$ cat src/rtl/cache_fill_fsm_pkg.sv
// cache_pkg: fill-state encoding and line-geometry constants shared by the cache fill FSM.
package cache_pkg;
    typedef enum logic [1:0] {S_IDLE, S_ISSUE, S_WAIT} fill_state_t;
    localparam int WPL_DEFAULT = 8;
    localparam int WORD_BYTES  = 2;
    function automatic int word_bits(input int words);
        return $clog2(words);
    endfunction
    // Byte-offset bits inside one line: word index plus the byte-in-word bit.
    function automatic int line_offset_bits(input int words);
        return $clog2(words) + $clog2(WORD_BYTES);
    endfunction
endpackage

$ cat src/rtl/cache_fill_fsm_if.sv
// cache_fill_fsm_if: miss request, memory read channel and data/tag array write strobes.
// master = fill FSM, slave = cache/memory side.
interface cache_fill_fsm_if #(
    parameter int ADDR_WIDTH     = 16,
    parameter int WORDS_PER_LINE = 8
);
    localparam int WW = $clog2(WORDS_PER_LINE);
    logic                  miss_detected;
    logic [ADDR_WIDTH-1:0] miss_address;
    logic [15:0]           memory_data;
    logic                  memory_data_valid;
    logic                  mem_enable;
    logic [ADDR_WIDTH-1:0] memory_address;
    logic                  fsm_busy;
    logic                  write_data_array;
    logic [WW-1:0]         data_word_index;
    logic                  write_tag_array;
    // memory_data flows straight to the data array; the FSM only sees its valid strobe.
    modport master (
        input  miss_detected, miss_address, memory_data_valid,
        output mem_enable, memory_address, fsm_busy, write_data_array, data_word_index, write_tag_array
    );
    modport slave (
        output miss_detected, miss_address, memory_data, memory_data_valid,
        input  mem_enable, memory_address, fsm_busy, write_data_array, data_word_index, write_tag_array
    );
endinterface

$ cat src/rtl/cache_fill_fsm_fill_counter.sv
// fill_counter: modulo-N word counter with load/enable; o_done flags that the next step is the Nth.
module fill_counter #(
    parameter int N = 8,
    parameter int W = $clog2(N)
) (
    input  logic         clk,
    input  logic         rst,
    input  logic         i_load,
    input  logic         i_en,
    input  logic [W-1:0] i_start,
    output logic [W-1:0] o_cnt,
    output logic         o_done
);
    logic [W-1:0] r_cnt;
    logic [W-1:0] r_num;
    // N is a power of two, so natural W-bit overflow gives the modulo wrap.
    always_ff @(posedge clk or negedge rst) begin
        if (!rst) begin
            r_cnt <= '0;
            r_num <= '0;
        end else if (i_load) begin
            r_cnt <= i_start;
            r_num <= '0;
        end else if (i_en) begin
            r_cnt <= r_cnt + W'(1);
            r_num <= r_num + W'(1);
        end
    end
    assign o_cnt  = r_cnt;
    assign o_done = r_num == W'(N - 1);
endmodule

$ cat src/rtl/cache_fill_fsm.sv
// cache_fill_fsm: fetches one cache line word-by-word after a miss and strobes data/tag writes.
// FILL_CRITICAL_WORD_FIRST_EN: start the fill at the missing word and wrap around the line.
module cache_fill_fsm
    import cache_pkg::*;
#(
    parameter int ADDR_WIDTH     = 16,
    parameter int WORDS_PER_LINE = WPL_DEFAULT
) (
    input  logic clk,
    input  logic rst,
    cache_fill_fsm_if.master bus
);
    localparam int WW = word_bits(WORDS_PER_LINE);
    localparam int OW = line_offset_bits(WORDS_PER_LINE);
    localparam logic [ADDR_WIDTH-1:0] LINE_MASK = ~ADDR_WIDTH'((1 << OW) - 1);
    fill_state_t           r_state, w_next;
    logic [ADDR_WIDTH-1:0] r_line_base;
    logic [WW-1:0]         w_start, w_issue_cnt, w_ret_cnt;
    logic                  w_issue_last, w_ret_last, w_load, w_ret, w_busy;
    assign w_busy = r_state != S_IDLE;
    assign w_load = !w_busy && bus.miss_detected;
    assign w_ret  = w_busy && bus.memory_data_valid;
`ifdef FILL_CRITICAL_WORD_FIRST_EN
    assign w_start = bus.miss_address[OW-1:1];
`else
    assign w_start = '0;
`endif
    fill_counter #(.N(WORDS_PER_LINE), .W(WW)) u_issue (
        .clk(clk), .rst(rst), .i_load(w_load), .i_en(r_state == S_ISSUE),
        .i_start(w_start), .o_cnt(w_issue_cnt), .o_done(w_issue_last)
    );
    fill_counter #(.N(WORDS_PER_LINE), .W(WW)) u_ret (
        .clk(clk), .rst(rst), .i_load(w_load), .i_en(w_ret),
        .i_start(w_start), .o_cnt(w_ret_cnt), .o_done(w_ret_last)
    );
    always_ff @(posedge clk or negedge rst) begin
        if (!rst) begin
            r_state     <= S_IDLE;
            r_line_base <= '0;
        end else begin
            r_state <= w_next;
            if (w_load) r_line_base <= bus.miss_address & LINE_MASK;
        end
    end
    // The final return wins over the issue->wait step so zero-latency fills end without a 9th request.
    always_comb begin
        w_next = r_state;
        if (!w_busy) w_next = w_load ? S_ISSUE : S_IDLE;
        else if (w_ret && w_ret_last) w_next = S_IDLE;
        else if (r_state == S_ISSUE && w_issue_last) w_next = S_WAIT;
    end
    always_comb begin
        bus.mem_enable       = r_state == S_ISSUE;
        bus.memory_address   = (r_state == S_ISSUE) ? (r_line_base | ADDR_WIDTH'({w_issue_cnt, 1'b0})) : '0;
        bus.fsm_busy         = w_busy;
        bus.write_data_array = w_ret;
        bus.data_word_index  = w_busy ? w_ret_cnt : '0;
        bus.write_tag_array  = w_ret && w_ret_last;
    end
endmodule
$ cat src/flat_wrapper.sv
// flat-port wrapper written by rule: the top's interface ports become plain ports
module cache_fill_fsm_flat import cache_pkg::*;
#(
    parameter int ADDR_WIDTH     = 16,
    parameter int WORDS_PER_LINE = WPL_DEFAULT
)
  (clk, rst, bus_miss_detected, bus_miss_address, bus_memory_data_valid, bus_mem_enable, bus_memory_address, bus_fsm_busy, bus_write_data_array, bus_data_word_index, bus_write_tag_array);
  cache_fill_fsm_if #(.ADDR_WIDTH(ADDR_WIDTH), .WORDS_PER_LINE(WORDS_PER_LINE)) bus_i ();
  input  logic clk;
  input  logic rst;
  input wire logic [$bits(bus_i.miss_detected)-1:0] bus_miss_detected;
  input wire logic [$bits(bus_i.miss_address)-1:0] bus_miss_address;
  input wire logic [$bits(bus_i.memory_data_valid)-1:0] bus_memory_data_valid;
  output wire logic [$bits(bus_i.mem_enable)-1:0] bus_mem_enable;
  output wire logic [$bits(bus_i.memory_address)-1:0] bus_memory_address;
  output wire logic [$bits(bus_i.fsm_busy)-1:0] bus_fsm_busy;
  output wire logic [$bits(bus_i.write_data_array)-1:0] bus_write_data_array;
  output wire logic [$bits(bus_i.data_word_index)-1:0] bus_data_word_index;
  output wire logic [$bits(bus_i.write_tag_array)-1:0] bus_write_tag_array;
  assign bus_i.miss_detected = bus_miss_detected;
  assign bus_i.miss_address = bus_miss_address;
  assign bus_i.memory_data_valid = bus_memory_data_valid;
  assign bus_mem_enable = bus_i.mem_enable;
  assign bus_memory_address = bus_i.memory_address;
  assign bus_fsm_busy = bus_i.fsm_busy;
  assign bus_write_data_array = bus_i.write_data_array;
  assign bus_data_word_index = bus_i.data_word_index;
  assign bus_write_tag_array = bus_i.write_tag_array;
  cache_fill_fsm #(.ADDR_WIDTH(ADDR_WIDTH), .WORDS_PER_LINE(WORDS_PER_LINE)) u_core (.clk(clk), .rst(rst), .bus(bus_i));
endmodule
$ cat config.mk
export PLATFORM = sky130hd
export DESIGN_NAME = cache_fill_fsm_flat
export DESIGN_NICKNAME = d
export VERILOG_FILES = /design/src/rtl/cache_fill_fsm_pkg.sv /design/src/rtl/cache_fill_fsm_if.sv /design/src/rtl/cache_fill_fsm_fill_counter.sv /design/src/rtl/cache_fill_fsm.sv /design/src/flat_wrapper.sv
export SDC_FILE = /design/constraint.sdc
export NUM_CORES = 1
export LEC_CHECK = 0
export CAP_MARGIN = 15
export CORE_MARGIN = 3
export CORE_UTILIZATION = 42
export CTS_BUF_LIST = sky130_fd_sc_hd__clkbuf_4
export DETAILED_ROUTE_END_ITERATION = 10
export PLACE_DENSITY = 0.77
export SYNTH_ARGS = -nofsm -noshare
export SYNTH_HDL_FRONTEND = slang
export SYNTH_SLANG_ARGS = --single-unit
$ cat constraint.sdc
create_clock -name clk -period 1.5 [get_ports clk]
set_clock_uncertainty 0.1 [all_clocks]
set_input_delay 0.3 -clock clk [delete_from_list [all_inputs] [get_ports clk]]
set_output_delay 0.3 -clock clk [all_outputs]
set_load 0.02 [all_outputs]
==> results.toml, run 1 <==
[placement]
pre_cts_slack_ns = -0.5341
placed_cell_area_um2 = 1834
place_congestion = 0.7610
dp_hpwl_um = 2082
port_buffers = 37

[run]
drv_cap = 0

[sta]
finalHoldViolations = 0
worst_slack_ns = -0.2852
post-route-min-period_ns = 1.785
max_freq_ghz = 0.5602
fin_crit_sh = 1.190
setup_tns_ns = -7.665
setup_viol = 42
slew_violations = 0
holdWs_ns = 0.2132
rsz0062_at_grt = "yes"

[worst_hold_path]
hold_class = "input pin to asynchronous set/reset pin"

[setup_path]
crit_type = "register to output pin"
critPathRequiredTime_ns = 1.10
start_kind = "register"
ff2ff_path_depth = 5
cp_top_family = "flip-flops"
critPathSlowestCell = "dfrtp_1"
crit_buf_inv = 1
r2r-end = "u_core.r_line_base[5]"
critPathCaptureType = "output pin"
worstPathArrival_ns = 1.39
critPathMaxFanout = 2
slowest_delay_ns = 0.44
r2r_start = "u_core.r_state[1]"
startpoint = "u_core.u_ret.r_num[0]"
rrSetupSlack_ns = -0.16
path_cells = "ha_4 -> ha_4 -> nand2_4 -> nor2_1 -> buf_4"
cpMostUsedCell = "ha_4"

[global_route]
grt_pass1_vias = 1116
grt_usage = 0.1790
use_met3 = 0.03099
grt_pass1_wl_um = 4995
gr-usage-met1 = 0.2157
grt_remaining_overflow = 0
grt.met2_usage = 0.3214
grt_max_degree = 27
grt.busiest_layer = "met2"
antenna_found_initial = 0

[layout]
multi_input_area_um2 = 778.2
num-nets-final = 203
diodes = 0
final_area_um2 = 2205
fill_cells = 178
drive_above_1_share = 0.5852
area_growth_pct = 69.26
seqCellArea_um2 = 651.9

[floorplan]
core-area_um2 = 2853
dieArea_um2 = 3806
start_util = 0.4566
io_pins = 43
chipHeight_um = 61.69
row_count = 19
die_w_um = 61.69

[power]
p_leak_nw = 1.081
power_mw = 4.854
irDropWorstVdd_mv = 1.206
power_density_nw_per_um2 = 2202

[detailed_routing]
wl_um = 3394
drtPass1Iterations = 4
drc_errors = 0
vias_per_cell = 5.208
ant_nets = 0
vias = 1078
drt_iter0_drc = 35
wl_per_cell_um = 16.40

[logic_synthesis]
syn_nets = 131
synth_top_area_frac = 0.4995
ys_seq_elements = 26
yosysUniqueCellTypes = 25
yosysWarnings = 0
synth_top_area_cell = "dfrtp_1"
syn_area_um2 = 1302
yosysSeqAreaShare = 0.4995
syn_inst = 105
avgSynthCellArea_um2 = 12.40
synth_area_leaders = "dfrtp_1 (50%), mux2_4 (10%), and2_1 (7.2%), mux2_2 (6.1%), ha_1 (5.8%)"

[clock_tree]
htreeDepth = 1
clock_sinks = 26
cts_inserted_buffers = 3
cts_tree = "yes"
clk_pin_slew_ns = 0.14
cts_hold_buf = 0
cts_root_buffer = "clkbuf_4"
cts_buffer_depth = 2
clk_latency_ns = 0.33

[outcome]
violations = "negative setup slack"
status = "finished, violations left"
area by class of cell:
cell class,instances,share of cell area
clock buffers,3,0.01022
well taps,31,0.01759
repair buffers,73,0.3201
flip-flops and latches,26,0.2957
multi-input cells,72,0.3530
clock inverters,1,0.001703
inverters,1,0.001703
synthesized netlist by cell type, drive strengths merged:
master / number
buf: 6
nor2b: 5
nor2: 2
nor3: 1
clkbuf: 1
nand2b: 2
a31o: 1
inv: 1
mux2: 16
conb: 1
o21ai: 3
o31ai: 1
ha: 6
a2bb2oi: 1
and2: 16
o21bai: 2
dfrtp: 26
a21oi: 2
a22o: 5
mux2i: 3
nand2: 4
worst max path at each step:
stage | endpoint | slack [ns] | depth (start not counted)
floorplan | bus_memory_address[10] | 0.0006 | 4
global placement | bus_write_data_array | -0.51 | 3
detailed placement | bus_write_data_array | -0.53 | 3
CTS | bus_write_tag_array | -0.27 | 5
global route | bus_memory_address[12] | -0.34 | 4
finish | bus_write_tag_array | -0.29 | 5
power breakdown:
part	leakage, nW	internal (mW)	total, mW	switching, mW
logic	0.753	1.97	3.24	1.27
clock network	0.0154	0.0981	0.319	0.221
registers	0.312	1.05	1.30	0.246
total	1.08	3.12	4.85	1.73
state kept, by name (all words and copies together), names as in the netlist:
signal                flops
u_core.r_line_base       12
u_core.r_state            2
u_core.u_issue.o_cnt      3
u_core.u_issue.r_num      3
u_core.u_ret.o_cnt        3
u_core.u_ret.r_num        3
cells by family after synthesis:
group                      after synthesis  synth area share
DFF                                     26            0.4995
adders and majority gates                6           0.05764
other                                    1          0.002879
and+or+nand+nor                         30            0.1335
muxes                                   19            0.1873
buffers and inverters                    8           0.03554
AOI/OAI and AO/OA                       15           0.08357
what timing repair did:
item,in CTS,in global routing
resized for setup,153,33
buffers inserted,12,6
setup endpoints to repair,34,40
gates cloned,1,0
pin swaps,11,5
through the flow:
step | util | cells
5_1_grt | 0.7728 | 207
2_1_floorplan | - | 105
6_report | 0.7728 | 207
4_1_cts | 0.7224 | 205
3_5_place_dp | 0.6430 | 188
3_3_place_gp | 0.6430 | 188
layer usage:
layer | vias to the layer above | part of all wire
met4 | 0 | 0.019
met3 | 7 | 0.041
met5 | - | 0
li1 | 503 | -
met2 | 27 | 0.52
met1 | 541 | 0.42
cell usage in the layout, fill, tap and decap left out:
cell,instances
mux2i_1,3
nor2b_4,4
conb_1,1
clkdlybuf4s50_1,15
dfrtp_1,25
buf_6,32
o21bai_4,2
nor2b_1,1
a21oi_1,2
buf_4,26
clkbuf_4,3
mux2_4,16
o21ai_0,1
and2_4,12
dfrtp_2,1
nand2_4,1
nand2b_4,1
nor2_1,2
o31ai_1,1
and2_1,5
a31o_4,1
nor3_4,1
nand2_1,3
o21ai_1,2
inv_2,1
clkinv_1,1
ha_1,4
nand2b_1,1
a22o_1,5
a2bb2oi_1,1
ha_4,2
Note: power is estimated with default switching activity, not from simulation.
==> inputs of run 2 (changes only) <==
--- a/config.mk
+++ b/config.mk
@@ -5,12 +5,12 @@
 export SDC_FILE = /design/constraint.sdc
 export NUM_CORES = 1
 export LEC_CHECK = 0
-export CAP_MARGIN = 15
+export CAP_MARGIN = 20
 export CORE_MARGIN = 3
 export CORE_UTILIZATION = 42
 export CTS_BUF_LIST = sky130_fd_sc_hd__clkbuf_4
 export DETAILED_ROUTE_END_ITERATION = 10
-export PLACE_DENSITY = 0.77
+export PLACE_DENSITY = 0.79
 export SYNTH_ARGS = -nofsm -noshare
 export SYNTH_HDL_FRONTEND = slang
 export SYNTH_SLANG_ARGS = --single-unit
==> results.toml, run 2 (same netlist as run 1, synthesis figures left out) <==
[layout]
final_cell_mix = "buf_6 (25), dfrtp_1 (25), buf_4 (23)"
final_area_um2 = 2044
largest_reg_flops = 12
fill_cells = 201
area_growth_pct = 56.96
num-nets-final = 192
top_register = "u_core.r_line_base"
diodes = 0
drive_above_1_share = 0.5818
stdcell_count = 196

[setup_path]
crit_type = "register to output pin"
slowest_delay_ns = 0.48
start_kind = "register"
path_cells = "nor2b_4 -> buf_6 -> and2_4 -> buf_6"
critPathRequiredTime_ns = 1.10
cp_top_family = "flip-flops"
rrSetupSlack_ns = -0.17
critPathSlowestCell = "dfrtp_2"
crit_buf_inv = 2
cpMostUsedCell = "buf_6"
worstPathArrival_ns = 1.39
critPathMaxFanout = 8
critPathCaptureType = "output pin"

[clock_tree]
clk_pin_slew_ns = 0.13
cts_hold_buf = 0
cts_root_buffer = "clkbuf_4"
cts_buffer_depth = 2
clock_sinks = 26
htreeDepth = 1
cts_inserted_buffers = 3
cts_tree = "yes"
clk_latency_ns = 0.31

[floorplan]
row_count = 19
die_w_um = 61.69
io_pins = 43
chipHeight_um = 61.69
core-area_um2 = 2853
dieArea_um2 = 3806
start_util = 0.4566

[placement]
place_congestion = 0.7673
dp_hpwl_um = 1993
place_inst = 187
placed_cell_area_um2 = 1827
pre_cts_slack_ns = -0.6303
port_buffers = 37

[global_route]
grt_usage = 0.1644
grt_pass1_wl_um = 4533
antenna_found_initial = 0
grt_pass1_vias = 1018
grt_remaining_overflow = 0
grt_max_degree = 27

[sta]
setup_viol = 36
fin_crit_sh = 1.193
worst_slack_ns = -0.2892
setup_tns_ns = -7.604
finalHoldViolations = 0
rsz0062_at_grt = "yes"
post-route-min-period_ns = 1.789
slew_violations = 0
max_freq_ghz = 0.5589

[detailed_routing]
drc_errors = 0
vias = 984
wl_um = 2972
drt_iter0_drc = 27
drtPass1Iterations = 4
vias_per_cell = 5.020
ant_nets = 0
wl_per_cell_um = 15.16

[worst_hold_path]
hold_class = "input pin to asynchronous set/reset pin"

[outcome]
status = "finished, violations left"
violations = "negative setup slack"

[run]
drv_cap = 0

[power]
power_mw = 4.543
power_density_nw_per_um2 = 2222
p_leak_nw = 0.9782
irDropWorstVdd_mv = 1.337
## run 2: cell types whose count changed in the layout (fill, tap and decap cells not counted), moves of 2 or more
cell / previous run / this run
mux2_2: 0 / 5
and2_1: 5 / 0
nor2_1: 2 / 0
buf_4: 26 / 23
o21ai_1: 2 / 0
buf_6: 32 / 25
mux2_4: 16 / 11
and2_4: 12 / 16
o21ai_0: 1 / 3
## run 2: final timing paths
kind                       depth (start not counted)               startpoint                       to
max                                                4        u_core.r_state[1]    bus_memory_address[4]
min                                                2                      rst  u_core.u_issue.o_cnt[2]
max reg2reg                                        4        u_core.r_state[0]   u_core.r_line_base[15]
min reg2reg                                        1  u_core.u_issue.r_num[2]  u_core.u_issue.r_num[2]
max in group asynchronous                          2                      rst        u_core.r_state[1]
min in group clk                                   1  u_core.u_issue.r_num[2]  u_core.u_issue.r_num[2]
## run 2: per-layer routing
metal	track usage	routed length, µm	vias to the layer above
met5	0	0	-
met4	0.03636	20	0
met3	0.02686	184	4
met2	0.2915	1518	33
met1	0.2112	1249	470
li1	-	-	477
## run 2: repair_timing
| action | CTS | global route |
|---|---|---|
| gates resized for setup | 155 | 18 |
| pin swaps | 16 | 3 |
| gates cloned | 2 | 0 |
| setup endpoints to repair | 37 | 37 |
| buffers inserted | 3 | 1 |
## run 2: power breakdown
group | internal (mW) | total (mW) | switching [mW]
combinational | 1.78 | 2.97 | 1.19
sequential | 1.05 | 1.29 | 0.233
clock | 0.0972 | 0.290 | 0.193
total | 2.93 | 4.54 | 1.62
## run 2: through the flow
stage | util | hold WS (ns)
after CTS | 0.6934 | 0.2385
after floorplan | - | -0.09559
after global routing | 0.7167 | 0.2599
final | 0.7167 | 0.2409
after global placement | 0.6404 | 0.3813
after detailed placement | 0.6404 | 0.3850
## run 2: final cells by class
type                       instances  area (µm²)  share of cell area
timing repair buffer              63       604.3              0.2956
inverter                           1       3.754            0.001836
multi-input combinational         71       719.4              0.3519
tap                               31       38.79             0.01897
clock inverter                     1       3.754            0.001836
sequential                        26       651.9              0.3188
clock buffer                       3       22.52             0.01102
## run 2: worst register-to-register path, stage by stage (launching register included)
cell and delay, ns:
dfrtp_1 0.44, buf_6 0.14, nor2_4 0.19, and2_4 0.34
mux2_2 0.37
==> inputs of run 3 (changes only) <==
--- a/config.mk
+++ b/config.mk
@@ -7,10 +7,10 @@
 export LEC_CHECK = 0
 export CAP_MARGIN = 20
 export CORE_MARGIN = 3
-export CORE_UTILIZATION = 42
+export CORE_UTILIZATION = 45
 export CTS_BUF_LIST = sky130_fd_sc_hd__clkbuf_4
 export DETAILED_ROUTE_END_ITERATION = 10
-export PLACE_DENSITY = 0.79
+export PLACE_DENSITY = 0.81
 export SYNTH_ARGS = -nofsm -noshare
 export SYNTH_HDL_FRONTEND = slang
 export SYNTH_SLANG_ARGS = --single-unit
==> constraint.sdc (replaced) <==
create_clock -name clk -period 1.7 [get_ports clk]
set_clock_uncertainty 0.1 [all_clocks]
set_input_delay 0.34 -clock clk [delete_from_list [all_inputs] [get_ports clk]]
set_output_delay 0.34 -clock clk [all_outputs]
set_load 0.02 [all_outputs]
==> results.toml, run 3 (same netlist as run 1, synthesis figures left out) <==
[setup_path]
worstPathArrival_ns = 1.40
critPathCaptureType = "output pin"
slowest_delay_ns = 0.45
cpMostUsedCell = "buf_6"
critPathRequiredTime_ns = 1.26
critPathSlowestCell = "dfrtp_1"
crit_type = "register to output pin"
critPathMaxFanout = 6
start_kind = "register"
path_cells = "nor2b_4 -> buf_6 -> and2_4 -> buf_6"

[detailed_routing]
drtPass1Iterations = 4
wl_um = 3209
ant_nets = 0
vias = 1029
wl_met3_um = 200
drc_errors = 0
drt_iter0_drc = 22
wl_met2_um = 1680
top_layer = "met4"
wl_per_cell_um = 16.05
vias_per_cell = 5.145
met1Wirelength_um = 1272

[worst_hold_path]
hold_class = "input pin to asynchronous set/reset pin"

[clock_tree]
cts_tree = "yes"
cts_buffer_depth = 2
clk_latency_ns = 0.33
htreeDepth = 1
cts_inserted_buffers = 3
clock_sinks = 26
cts_root_buffer = "clkbuf_4"
clk_pin_slew_ns = 0.14

[layout]
num-nets-final = 197
top_register = "u_core.r_line_base"
drive_above_1_share = 0.5647
mostFrequentLayoutCell = "buf_4"
final_area_um2 = 2048
area_growth_pct = 57.25
diodes = 0
fill_cells = 162
largest_reg_flops = 12
final_cell_mix = "buf_4 (29), dfrtp_1 (26), buf_6 (22)"

[power]
irDropWorstVdd_mv = 1.307
power_mw = 4.004
p_leak_nw = 0.9921
power_density_nw_per_um2 = 1955

[placement]
place_congestion = 0.7464
placed_cell_area_um2 = 1803
port_buffers = 37
pre_cts_slack_ns = -0.3924
dp_hpwl_um = 2131

[floorplan]
row_count = 18
chipHeight_um = 59.80
die_w_um = 59.80
dieArea_um2 = 3576
core-area_um2 = 2613
start_util = 0.4986
io_pins = 43

[sta]
max_freq_ghz = 0.5448
slew_violations = 0
setup_tns_ns = -2.180
worst_slack_ns = -0.1357
fin_crit_sh = 1.080
setup_viol = 21
finalHoldViolations = 0
rsz0062_at_grt = "yes"
post-route-min-period_ns = 1.836

[global_route]
antenna_found_initial = 0
grt_pass1_wl_um = 5112
grt_remaining_overflow = 0
grt_max_degree = 27
grt_pass1_vias = 1116
grt_usage = 0.1916

[outcome]
violations = "negative setup slack"
status = "finished, violations left"

[run]
drv_cap = 0
## run 3: cell types whose count changed in the layout (fill, tap and decap cells not counted), sizes merged
| cell | change |
|---|---|
| buf | +4 |
| and2 | +1 |
## run 3: layout make-up
| type | count | area [µm²] | share of cell area |
|---|---|---|---|
| clock buffer | 3 | 22.52 | 0.01100 |
| clock inverter | 1 | 3.754 | 0.001833 |
| inverter | 1 | 3.754 | 0.001833 |
| multi-input combinational | 72 | 709.4 | 0.3464 |
| sequential | 26 | 650.6 | 0.3177 |
| tap | 30 | 37.54 | 0.01833 |
| timing repair buffer | 67 | 620.6 | 0.3030 |
## run 3: worst paths after layout
path / end / from / depth (start not counted) / slack (ns)
worst max-delay path: bus_memory_address[1] / u_core.r_state[1] / 4 / -0.14
worst min-delay path: u_core.r_line_base[11] / rst / 2 / 0.25
max in group asynchronous: u_core.r_line_base[5] / rst / 2 / 0.99
worst max register to register: u_core.r_line_base[5] / u_core.r_state[1] / 5 / 0.03
min in group clk: u_core.u_ret.o_cnt[2] / u_core.u_ret.o_cnt[2] / 1 / 0.38
worst min register to register: u_core.u_ret.o_cnt[2] / u_core.u_ret.o_cnt[2] / 1 / 0.38
## run 3: repair_timing
action                                  4_1_cts  5_1_grt
hold buffers                                  0        0
gates cloned                                  0        2
setup buffers                                 6        5
endpoints found under the setup margin       22       34
resized for setup                           136       25
pin swaps                                     4       11
## run 3: where the power goes
group	switching [mW]	internal, mW	total (mW)
sequential	0.234	0.927	1.16
combinational	1.02	1.55	2.57
clock	0.184	0.0864	0.271
total	1.44	2.56	4.00
## run 3: routing by layer
| metal | vias up | track usage |
|---|---|---|
| met3 | 5 | 0.04104 |
| li1 | 489 | - |
| met2 | 32 | 0.3519 |
| met5 | - | 0 |
| met4 | 0 | 0.05696 |
| met1 | 503 | 0.2198 |
## run 3: per-stage QoR
stage / instances / hold WS, ns / util
global route: 200 / 0.2672 / 0.7840
floorplan: 105 / -0.05559 / -
CTS: 193 / 0.2644 / 0.7352
detailed placement: 183 / 0.3649 / 0.6901
global placement: 183 / 0.3665 / 0.6901
finish: 200 / 0.2528 / 0.7840
## run 3: worst max-delay path, delay by kind of cell (launching register included)
kind | cells | cell delay (ns)
flops | 1 | 0.45
simple gates | 2 | 0.35
buf+inv | 2 | 0.26
